File: src/rtl/noc_traffic_node.sv
// NoC traffic endpoint: a packet generator driving the router input and a
// format checker on the router output, with optional receive back-pressure.
module noc_traffic_node #(
    parameter int DATA_W          = 32,
    parameter int COORD_W         = 4,
    parameter int X_ID            = 0,
    parameter int Y_ID            = 0,
    parameter int DEST_X_ID       = 1,
    parameter int DEST_Y_ID       = 1,
    parameter int PKT_LEN         = 4,
    parameter int NUM_PKTS        = 16,
    parameter int GAP             = 2,
    parameter int RX_STALL_PERIOD = 0,
    parameter int CNT_W           = 8
) (
    input  logic              noc_clk,
    input  logic              noc_rst,
    input  logic              enable,
    input  logic              receive_valid,
    output logic              receive_ready,
    input  logic [DATA_W-1:0] receive_flit,
    input  logic              receive_is_header,
    input  logic              receive_is_tail,
    output logic              sender_valid,
    input  logic              sender_ready,
    output logic [DATA_W-1:0] sender_flit,
    output logic              sender_is_header,
    output logic              sender_is_tail,
    output logic [CNT_W-1:0]  sent_num,
    output logic [CNT_W-1:0]  receive_num,
    output logic              err_dest,
    output logic              err_len,
    output logic              err_seq,
    output logic              done
);
    localparam int          CW       = COORD_W;
    localparam logic [8:0]  LAST     = 9'(PKT_LEN - 1);
    localparam logic [31:0] NUM_U    = 32'(NUM_PKTS);
    localparam logic [31:0] GAP_LAST = (GAP > 0) ? 32'(GAP - 1) : 32'd0;

    typedef enum logic [2:0] {S_IDLE, S_HEAD, S_BODY, S_GAP, S_DONE} state_t;

    state_t            state, state_nxt;
    logic [8:0]        idx;
    logic [7:0]        pkt_seq;
    logic [31:0]       gap_cnt;
    logic [CNT_W-1:0]  sent_cnt;
    logic              tx_fire, tail_fire, more_now, more_after;
    logic [DATA_W-1:0] hdr_flit, body_flit;

    assign tx_fire    = sender_valid && sender_ready;
    assign tail_fire  = tx_fire && (state == S_BODY) && (idx == LAST);
    assign more_now   = 32'(sent_cnt) < NUM_U;
    assign more_after = (32'(sent_cnt) + 32'd1) < NUM_U;
    assign sent_num   = sent_cnt;

    always_ff @(posedge noc_clk) begin
        if (noc_rst) state <= S_IDLE;
        else         state <= state_nxt;
    end

    // enable is only honoured at packet boundaries so wormholes never truncate
    always_comb begin
        state_nxt = state;
        case (state)
            S_IDLE: if (enable && more_now) state_nxt = S_HEAD;
            S_HEAD: if (tx_fire) state_nxt = S_BODY;
            S_BODY: if (tail_fire) begin
                if (GAP > 0)         state_nxt = S_GAP;
                else if (!more_after) state_nxt = S_DONE;
                else if (enable)     state_nxt = S_HEAD;
                else                 state_nxt = S_IDLE;
            end
            S_GAP: if (gap_cnt == GAP_LAST) begin
                if (!more_now)   state_nxt = S_DONE;
                else if (enable) state_nxt = S_HEAD;
                else             state_nxt = S_IDLE;
            end
            S_DONE:  state_nxt = S_DONE;
            default: state_nxt = S_IDLE;
        endcase
    end

    always_comb begin
        sender_valid     = 1'b0;
        sender_is_header = 1'b0;
        sender_is_tail   = 1'b0;
        sender_flit      = '0;
        done             = 1'b0;
        case (state)
            S_HEAD: begin
                sender_valid     = 1'b1;
                sender_is_header = 1'b1;
                sender_flit      = hdr_flit;
            end
            S_BODY: begin
                sender_valid   = 1'b1;
                sender_is_tail = (idx == LAST);
                sender_flit    = body_flit;
            end
            S_DONE:  done = 1'b1;
            default: ;
        endcase
    end

    always_comb begin
        hdr_flit               = '0;
        hdr_flit[CW-1:0]       = CW'(DEST_X_ID);
        hdr_flit[2*CW-1:CW]    = CW'(DEST_Y_ID);
        hdr_flit[3*CW-1:2*CW]  = CW'(X_ID);
        hdr_flit[4*CW-1:3*CW]  = CW'(Y_ID);
        hdr_flit[4*CW +: 8]    = pkt_seq;
        body_flit              = '0;
        body_flit[7:0]         = idx[7:0];
        body_flit[15:8]        = pkt_seq;
    end

    always_ff @(posedge noc_clk) begin
        if (noc_rst) begin
            idx      <= '0;
            pkt_seq  <= '0;
            gap_cnt  <= '0;
            sent_cnt <= '0;
        end else begin
            if (state == S_HEAD && tx_fire)      idx <= 9'd1;
            else if (state == S_BODY && tx_fire) idx <= idx + 9'd1;
            if (tail_fire) begin
                pkt_seq <= pkt_seq + 8'd1;
                if (sent_cnt != '1) sent_cnt <= sent_cnt + 1'b1;
            end
            gap_cnt <= (state == S_GAP) ? gap_cnt + 32'd1 : 32'd0;
        end
    end

    logic             rx_fire, in_pkt, pkt_err, dest_ok;
    logic             f_len, f_seq, f_dest, f_any;
    logic [8:0]       exp_idx;
    logic [7:0]       cur_seq;
    logic [CNT_W-1:0] rcv_cnt;
    logic             unused_rx_bits;

    assign rx_fire        = receive_valid && receive_ready;
    assign dest_ok        = (receive_flit[CW-1:0] == CW'(X_ID)) &&
                            (receive_flit[2*CW-1:CW] == CW'(Y_ID));
    assign receive_num    = rcv_cnt;
    assign unused_rx_bits = ^receive_flit;

    always_comb begin
        f_len  = 1'b0;
        f_seq  = 1'b0;
        f_dest = 1'b0;
        if (receive_is_header) begin
            f_len  = in_pkt || receive_is_tail;
            f_dest = !dest_ok;
        end else if (!in_pkt) begin
            f_len = 1'b1;
        end else begin
            f_seq = (receive_flit[7:0] != exp_idx[7:0]) || (receive_flit[15:8] != cur_seq);
            f_len = receive_is_tail ? (exp_idx != LAST) : (exp_idx == LAST);
        end
        f_any = pkt_err || f_seq || f_len;
    end

    always_ff @(posedge noc_clk) begin
        if (noc_rst) begin
            in_pkt   <= 1'b0;
            pkt_err  <= 1'b0;
            exp_idx  <= '0;
            cur_seq  <= '0;
            rcv_cnt  <= '0;
            err_dest <= 1'b0;
            err_len  <= 1'b0;
            err_seq  <= 1'b0;
        end else if (rx_fire) begin
            err_dest <= err_dest | f_dest;
            err_len  <= err_len | f_len;
            err_seq  <= err_seq | f_seq;
            if (receive_is_header) begin
                // a new header always restarts tracking, even mid-packet
                in_pkt  <= !receive_is_tail;
                exp_idx <= 9'd1;
                cur_seq <= receive_flit[4*CW +: 8];
                pkt_err <= f_dest;
            end else if (in_pkt) begin
                exp_idx <= exp_idx + 9'd1;
                pkt_err <= f_any;
                if (receive_is_tail || exp_idx == LAST) in_pkt <= 1'b0;
                if (receive_is_tail && !f_any && rcv_cnt != '1) rcv_cnt <= rcv_cnt + 1'b1;
            end
        end
    end

    if (RX_STALL_PERIOD == 0) begin : g_no_stall
        assign receive_ready = 1'b1;
    end else begin : g_stall
        localparam logic [31:0] STALL_LAST = 32'(RX_STALL_PERIOD - 1);
        logic [31:0] stall_cnt, stall_nxt;
        logic        rdy_q;

        assign stall_nxt     = (stall_cnt == STALL_LAST) ? 32'd0 : stall_cnt + 32'd1;
        assign receive_ready = rdy_q;

        // ready is registered alongside the count it is decoded from
        always_ff @(posedge noc_clk) begin
            if (noc_rst) begin
                stall_cnt <= '0;
                rdy_q     <= 1'b0;
            end else begin
                stall_cnt <= stall_nxt;
                rdy_q     <= (stall_nxt != STALL_LAST);
            end
        end
    end

endmodule

File: config.mk
export PLATFORM = sky130hd
export DESIGN_NAME = noc_traffic_node
export DESIGN_NICKNAME = d
export VERILOG_FILES = /design/src/rtl/noc_traffic_node.sv
export SDC_FILE = /design/constraint.sdc
export NUM_CORES = 1
export LEC_CHECK = 0
export CAP_MARGIN = 10
export CORE_UTILIZATION = 48
export CTS_BUF_LIST = sky130_fd_sc_hd__clkbuf_2
export DETAILED_ROUTE_END_ITERATION = 10
export PLACE_DENSITY = 0.83
export SLEW_MARGIN = 20
export SYNTH_ARGS = -nofsm -noshare
export SYNTH_HDL_FRONTEND = slang
export SYNTH_SLANG_ARGS = --single-unit
File: constraint.sdc
create_clock -name noc_clk -period 2.83 [get_ports noc_clk]
set_clock_uncertainty 0.05 [all_clocks]
set_input_delay 0.566 -clock noc_clk [delete_from_list [all_inputs] [get_ports noc_clk]]
set_output_delay 0.566 -clock noc_clk [all_outputs]
set_load 0.05 [all_outputs]
# == Word level (Yosys, flattened, before mapping) ==
# Index checks and enable logic that the tools add are counted.
# totals
regBits,90
wordCells,98
# op_classes
n_addsub,6
order_cmp,1
n_eq_ne,16
mux,27
bitwise_logic,5
reduce_logical,29
# op_table
cell,count
$pmux 24 s2,1
$add 32x1->32 const B,1
$eq 32x1->1 const B,1
$add 8x1->8 const B,3
$add 9x1->9 const B,2
$eq 9x2->1 const B,2
$mux 1,18
$mux 9,2
$ne 8x8->1,2
$ne 8x8->1 const B,2
$mux 3,5
$pmux 3 s5,1
$ne 9x2->1 const B,1
$logic_and 1x1->1,8
$logic_not 4->1,2
$lt 8x5->1 const B,1
$ne 2x2->1 const B,4
$reduce_and 4->1,2
$eq 3x2->1 const B,2
$reduce_and 2->1,3
$reduce_or 2->1,3
$logic_or 1x1->1,5
$reduce_bool 2->1,2
$eq 3x1->1 const B,1
5 further kinds,10

# == Logic depth before layout (Yosys ltp) ==
# Gate-level depths: netlist (run 1).
# depth
depth_word,10
depth_mapped,9
mapped_depth_nobuf,9

# == Worst setup path after synthesis (run 1) ==
# OpenSTA, ideal clock, no wires.
# synth_timing
path_type,register to register
start,register exp_idx[3]
end,"register rcv_cnt[7], in the netlist receive_num[7]"
setup_ns,0.121
arrival_time_ns,2.550
setup_slack_ns,0.109
path_stages_with_launch,10
synth_period_minus_slack_ns,2.721
path_cell_list,dfxtp_1 clkbuf_1 nor4_1 nand3_1 ha_1 or4b_4 a311oi_1 nand4_1 a21oi_1 mux2_2
# synth_via
elab_chain_cells,10
# synth_lines
element,line_no,text
from (decl),137,logic [8:0] exp_idx;
from (signal assigned),185,exp_idx <= exp_idx + 9'd1;
$ne 8x8->1,158,f_seq = (receive_flit[7:0] != exp_idx[7:0]) || (receive_flit[15:8] != cur_seq);
$logic_or 1x1->1,158,
$mux 1,155,end else if (!in_pkt) begin
$mux 1,152,if (receive_is_header) begin
$logic_or 1x1->1,161,f_any = pkt_err || f_seq || f_len;
$logic_or 1x1->1 *,161,
$logic_not 1->1 *,188,if (receive_is_tail && !f_any && rcv_cnt != '1) rcv_cnt <= rcv_cnt + 1'b1;
$logic_and 1x1->1 * (2 in series),188,
$reduce_and 4->1 (no line) *,n/a,
to (signal assigned),188,
to (decl),139,logic [CNT_W-1:0] rcv_cnt;
# Every way passes the cells marked *; elsewhere a longest branch is shown, timed or not.
# A chain may end at the register's enable or synchronous reset.

# == Worst setup path in the final report (run 1) ==
# layout_timing
start,register exp_idx[3]
end,"register rcv_cnt[5], in the netlist receive_num[5]"
# Same word-level chain as after synthesis.

==> out/qor.txt, run 1 <==
Seq/Total Area, Yosys - 0.3924
Number of filler instances in the final layout - 745
Routed len/inst - 14.03 um
Cell area after synthesis - 0.004592 sq mm
Std cell rows - 35
CTS tree - built
Clock power frac - 0.282
Req. time, crit path - 3.27 ns
Yosys top cell area share - 0.3924
WL met2 - 5.473 mm
Pleak - 2.104 nW
Power share of the sequential group - 0.573
Synth warnings - 0
CTS buffer count - 9
Crit path max fanout - 3
Net Sw Frac - 0.2825
Placer's final routability congestion estimate - 0.8240
DP Cell Count - 756
CP max-delay cell - or4b_4
Final period util - 0.9802
CORE AREA - 0.009240 sq mm
Ports - 95
Clock buffer depth - 2
Metal3 WL - 430 um
CP arrival - 3.21 ns
Antenna violations before repair - 1
Residual DRC - 0
Post-layout minimum cycle time - 2.774 ns
Fmax - 0.3605 GHz
Via count - 4169
CP max stage delay - 0.51 ns
Combinational share of power - 0.145
Maximum VDD drop - 0.0003008 V
Synth Flop Type - dfxtp_1
Kind of end point of the critical path - register
Worst slew pin tran - 0.7749 ns
Power Internal - 1.639 mW
Setup Crit Path Kind - register to register
Largest cells by area after synthesis - dfxtp_1 39%, xnor2_1 7.1%, nor2_1 6.4%, xor2_1 5.7%, nand2_1 3.6%
Top Metal Used - met4
Slew Limit Headroom - 0.4787
Syn Area/Cell - 8.171 sq um
Fin. Hold Viols - 0
Final WL - 10.84 mm
Vias per cell - 5.393
Filler-free cell count of the finished design - 773
Startpoint types - register
Maxcap violations - 0
Layout cells sized above 1 - 0.1244
PwrDens - 384.7 mW/mm^2
Drt first-iter violations - 204
Largest net degree at the start of global routing - 53
Syn Inst Count - 562
Die height - 99.81 um
Most common cell in the netlist - dfxtp_1
Largest area contributor in the netlist - dfxtp_1
Synthesized flop and latch total - 90
Worst skew pair latency - 0.55 ns
Number of global-route vias before repair - 3912
Postcts setup bufs - 0
Initial core utilization - 0.4970
Number of synthesized flops with an enable pin - 0
Die width - 99.81 um
TNS Setup - 0 ns
Port Buf Inserts - 77
Asr flop ratio synth - 0
CP cell instances - nor4_2, nand3_2, ha_4, or4b_4, a311oi_2, buf_4, nand4_1, a21oi_2, mux2_2
Die Area - 0.009962 sq mm
H-tree depth - 3
Clock Pin Slew Worst Setup and Hold Paths - 0.25 ns
Hold crit path type - register to register
Overflow after GRT - 0
DPL Wire Length - 7.860 mm
First-pass GRT wire length - 17.53 mm
Antenna Nets Post-Route - 0
Final setup violation count - 0
Fin. max-slew vios - 0
Fin nets - 685
Status - finished clean
Synth top cells by count - 90 x dfxtp_1, 78 x nor2_1, 44 x nand2_1
GRT Total Usage - 0.2159
DR pass1 iterations - 5
Final hold slack - 0.4350 ns
Sink Count - 90
Switching Power - 0.6452 mW
Cell variety after synth - 48
Clock tree root driver cell - clkbuf_2
Met1 WL - 4.755 mm
Area growth syn-to-layout - 29.32%
-- path summary, 6_finish.rpt --
| check | depth (start not counted) | start | to | slack, ns |
|---|---|---|---|---|
| setup / recovery | 9 | exp_idx[3] | receive_num[5] | 0.06 |
| setup reg to reg | 9 | exp_idx[3] | receive_num[5] | 0.06 |
| hold reg to reg | 2 | cur_seq[3] | cur_seq[3] | 0.43 |
| hold / removal | 2 | cur_seq[3] | cur_seq[3] | 0.43 |
-- flip-flops by register name, summed over array words and instances (netlist names) --
signal	count
idx	9
pkt_seq	8
cur_seq	8
gap_cnt	32
err_len	1
receive_num	8
err_dest	1
in_pkt	1
exp_idx	9
state	3
err_seq	1
sent_num	8
pkt_err	1
-- repair_timing --
| item | in CTS | in global routing |
|---|---|---|
| resized for setup | 2 | 8 |
| setup endpoints to repair | 2 | 9 |
| hold buffers | 0 | 0 |
-- cell type report --
class / instances / area, sq um / area share
inverters: 18 / 67.56 / 0.01138
well taps: 129 / 161.4 / 0.02718
clock inverters: 6 / 66.31 / 0.01117
diodes: 1 / 2.502 / 0.0004214
clock buffers: 10 / 50.05 / 0.008428
multi-input cells: 423 / 2610 / 0.4395
repair buffers: 96 / 1177 / 0.1983
flip-flops and latches: 90 / 1803 / 0.3036
-- metrics by stage --
step             util  cell area [sq um]  setup WS, ns  power [mW]
5_1_grt        0.6427               5938      -0.05276       2.388
3_3_place_gp   0.6249               5774       -0.2210       1.651
3_5_place_dp   0.6249               5774       -0.3056       1.660
4_1_cts        0.6375               5891      0.008754       2.303
2_1_floorplan       -               4618        0.1090       1.527
6_report       0.6427               5938       0.05597       2.284
-- layout by cell type (no fill, tap or decap), types with 20 or more instances in the layout --
cell / Yosys / routed
clkdlybuf4s50_1: 0 / 48
buf_12: 0 / 27
dfxtp_1: 90 / 89
a21oi_1: 30 / 29
nand3_1: 21 / 20
xor2_1: 30 / 30
xnor2_1: 37 / 37
nand2_1: 44 / 44
nor2_1: 78 / 78
and2_1: 24 / 24
nor4_1: 24 / 23
-- cells by family after synthesis --
group           count (synthesis)  share of synthesized area
other cells                     2                   0.001635
buf+inv                        56                    0.05477
flops                          90                     0.3924
mux                             6                    0.01417
fa+ha+maj                       8                    0.02180
compound gates                 64                    0.08774
xor+xnor                       67                     0.1278
simple gates                  269                     0.2997
-- power by group through the flow --
stage / clock network, mW / logic, mW / registers, mW
4_1_cts: 0.665 / 0.329 / 1.31
5_1_grt: 0.722 / 0.351 / 1.31
3_3_place_gp: 0 / 0.320 / 1.33
3_5_place_dp: 0 / 0.328 / 1.33
6_report: 0.644 / 0.331 / 1.31
2_1_floorplan: 0 / 0.198 / 1.33
-- per-layer routing --
layer | vias to the layer above | track usage
li1 | 2071 | -
met1 | 1989 | 0.2569
met2 | 95 | 0.3777
met3 | 14 | 0.04178
met5 | - | 0
met4 | 0 | 0.09502
-- critical path, delay by kind of cell (launching register included) --
family                   cells  cell delay [ns]
adder cells (fa/ha/maj)      1             0.24
AND/OR/NAND/NOR              4             1.15
multiplexers                 1             0.34
buffers and inverters        1             0.16
AO/OA/AOI/OAI                2             0.42
flip-flops                   1             0.38
Note: power is estimated with default switching activity, not from simulation.
==> inputs of run 2 (changes only) <==
--- a/config.mk
+++ b/config.mk
@@ -5,10 +5,11 @@
 export SDC_FILE = /design/constraint.sdc
 export NUM_CORES = 1
 export LEC_CHECK = 0
-export CAP_MARGIN = 10
+export CAP_MARGIN = 0
 export CORE_UTILIZATION = 48
 export CTS_BUF_LIST = sky130_fd_sc_hd__clkbuf_2
 export DETAILED_ROUTE_END_ITERATION = 10
+export HOLD_SLACK_MARGIN = 0.06
 export PLACE_DENSITY = 0.83
 export SLEW_MARGIN = 20
 export SYNTH_ARGS = -nofsm -noshare
==> constraint.sdc (replaced) <==
create_clock -name noc_clk -period 2.3 [get_ports noc_clk]
set_clock_uncertainty 0.05 [all_clocks]
set_input_delay 0.46 -clock noc_clk [delete_from_list [all_inputs] [get_ports noc_clk]]
set_output_delay 0.46 -clock noc_clk [all_outputs]
set_load 0.05 [all_outputs]
==> out/qor.txt, run 2 (same netlist as run 1, synthesis figures left out) <==
Setup Crit Path Kind - register to register (unchanged)
Die width - 99.81 um (unchanged)
Slew Limit Headroom - 0.5696 (was 0.4787)
H-tree depth - 3 (unchanged)
Status - complete, but fails checks (was finished clean)
First-pass GRT wire length - 19.15 mm (was 17.53 mm)
Fin. Hold Viols - 0 (unchanged)
Power share of the sequential group - 0.511 (was 0.573)
Antenna violations before repair - 0 (was 1)
Port Buf Inserts - 77 (unchanged)
Largest regs - gap_cnt x32, exp_idx x9, idx x9 (unchanged)
Sink Count - 90 (unchanged)
Most common cell after layout, fill and taps aside - dfxtp_1 (unchanged)
Hold_sp - receive_flit[17] (was cur_seq[3])
Combinational share of power - 0.167 (was 0.145)
Req. time, crit path - 2.76 ns (was 3.27 ns)
Commonest cells after routing, fill and taps aside - 80 x dfxtp_1, 78 x nor2_1, 44 x nand2_1, 42 x buf_4, 37 x xnor2_1 (was 89 x dfxtp_1, 78 x nor2_1, 48 x clkdlybuf4s50_1, 44 x nand2_1, 37 x xnor2_1)
Final hold slack - 0.3679 ns (was 0.4350 ns)
Ports - 95 (unchanged)
Fin. max-slew vios - 0 (unchanged)
Worst reg2reg path endpoint - receive_num[4] (was receive_num[5])
Via count - 4488 (was 4169)
Die height - 99.81 um (unchanged)
Drt first-iter violations - 265 (was 204)
DR pass1 iterations - 6 (was 5)
Post-layout minimum cycle time - 2.567 ns (was 2.774 ns)
Final setup violation count - 26 (was 0)
Final period util - 1.116 (was 0.9802)
Filler-free cell count of the finished design - 800 (was 773)
Power Internal - 2.307 mW (was 1.639 mW)
Residual DRC - 0 (unchanged)
Max reg flops - 32 (unchanged)
Initial core utilization - 0.4970 (unchanged)
Clock buffer depth - 2 (unchanged)
Startpoint types - register (unchanged)
Layout cells sized above 1 - 0.2340 (was 0.1244)
Switching Power - 0.8466 mW (was 0.6452 mW)
Vias per cell - 5.610 (was 5.393)
N_diodes - 0 (was 1)
Fin nets - 713 (was 685)
DP Cell Count - 763 (was 756)
Maxcap violations - 0 (unchanged)
CTS Hold Bufs - 0 (unchanged)
CTS buffer count - 9 (unchanged)
Net Sw Frac - 0.2685 (was 0.2825)
R2r worst-path depth - 8 (was 9)
Pleak - 2.454 nW (was 2.104 nW)
Crit path max fanout - 8 (was 3)
Largest Register - gap_cnt (unchanged)
GRT Total Usage - 0.2404 (was 0.2159)
RSZ-0062 raised after global routing - true
Placer's final routability congestion estimate - 0.8113 (was 0.8240)
Kind of end point of the critical path - register (unchanged)
Number of global-route vias before repair - 4201 (was 3912)
CTS tree - built (unchanged)
Setup Slack @ Placement - -0.6120 ns (was -0.3056 ns)
Clock power frac - 0.322 (was 0.282)
CORE AREA - 0.009240 sq mm (unchanged)
Area growth syn-to-layout - 39.97% (was 29.32%)
Final instance area - 0.006427 sq mm (was 0.005938 sq mm)
Die Area - 0.009962 sq mm (unchanged)
Final core utilization - 0.6956 (was 0.6427)
Overflow after GRT - 0 (unchanged)
Routed len/inst - 16.33 um (was 14.03 um)
DPL Wire Length - 8.053 mm (was 7.860 mm)
Worst skew pair latency - 0.56 ns (was 0.55 ns)
Hold crit path type - input pin to register (was register to register)
R2R Setup Slk - -0.27 ns (was 0.06 ns)
CP arrival - 3.03 ns (was 3.21 ns)
Hold path cells - 3 (was 2)
Fmax - 0.3895 GHz (was 0.3605 GHz)
Placed Area - 0.005853 sq mm (was 0.005774 sq mm)
Final setup margin - -0.2671 ns (was 0.05597 ns)
Reg2reg start - exp_idx[0] (was exp_idx[3])
Clock tree root driver cell - clkbuf_2 (unchanged)
Hold Path End - cur_seq[1] (was cur_seq[3])
Largest net degree at the start of global routing - 36 (was 53)
Failing checks - setup timing
Maximum VDD drop - 0.0003736 V (was 0.0003008 V)
PwrDens - 490.6 mW/mm^2 (was 384.7 mW/mm^2)
Std cell rows - 35 (unchanged)
Final WL - 13.07 mm (was 10.84 mm)
Antenna Nets Post-Route - 0 (unchanged)
Worst slew pin tran - 0.6456 ns (was 0.7749 ns)
Clock Pin Slew Worst Setup and Hold Paths - 0.24 ns (was 0.25 ns)
-- run 2: cell count changes in the layout (fill, tap and decap cells not counted), moves of 4 or more --
cell	change
buf_4	+23
and2_1	-22
and2_4	+22
clkdlybuf4s50_1	-19
dlygate4sd2_1	+16
dfxtp_1	-9
buf_6	+6
a21oi_1	-5
a21oi_2	+5
dfxtp_2	+5
dfxtp_4	+4
-- run 2: through the flow --
step | setup TNS (ns) | power (mW)
after floorplan | -1.997 | 1.881
after global placement | -4.117 | 2.036
after detailed placement | -4.910 | 2.044
after CTS | -2.240 | 3.084
after global routing | -4.585 | 3.256
final | -2.463 | 3.154
-- run 2: area by class of cell --
cell class              instances  area (sq um)
clock buffers                  11         55.05
clock inverters                 5         102.6
fillers                       678          2813
inverters                      18         67.56
multi-input cells             423          2824
flip-flops and latches         90          1824
well taps                     129         161.4
repair buffers                124          1393
-- run 2: power by group through the flow --
stage                     clock, mW  combinational (mW)  sequential [mW]
after floorplan                   0               0.244             1.64
after global placement            0               0.399             1.64
after detailed placement          0               0.405             1.64
after CTS                      1.02               0.457             1.61
after global routing           1.09               0.553             1.61
final                          1.02               0.527             1.61
-- run 2: worst max-delay path by stage --
stage,slack [ns],depth (start not counted),to,start
floorplan,-0.30,9,receive_num[7],exp_idx[4]
global placement,-0.55,8,receive_num[5],receive_is_tail
detailed placement,-0.61,8,receive_num[7],receive_is_tail
CTS,-0.32,8,receive_num[4],exp_idx[0]
global route,-0.36,9,receive_num[7],exp_idx[0]
finish,-0.27,8,receive_num[4],exp_idx[0]
-- run 2: what timing repair did --
item	in CTS	in global routing
pin swaps	8	11
endpoints found under the setup margin	51	37
gates resized for setup	53	48
setup buffers	9	8
gates cloned	2	2
-- run 2: critical path, stage by stage, from the launching register on --
cell     delay, ns
dfxtp_2       0.41
ha_4          0.13
nor2b_4       0.15
nand3_2       0.11
ha_4          0.23
or4b_4        0.52
a311o_4       0.38
or4_4         0.43
a21oi_2       0.12
-- run 2: metal layers --
layer / track usage / vias to the layer above / wire, um
met5: 0 / - / 0
met4: 0.07466 / 0 / 373
met3: 0.05014 / 39 / 691
met2: 0.4403 / 181 / 6717
met1: 0.2795 / 2148 / 5284
li1: - / 2120 / -
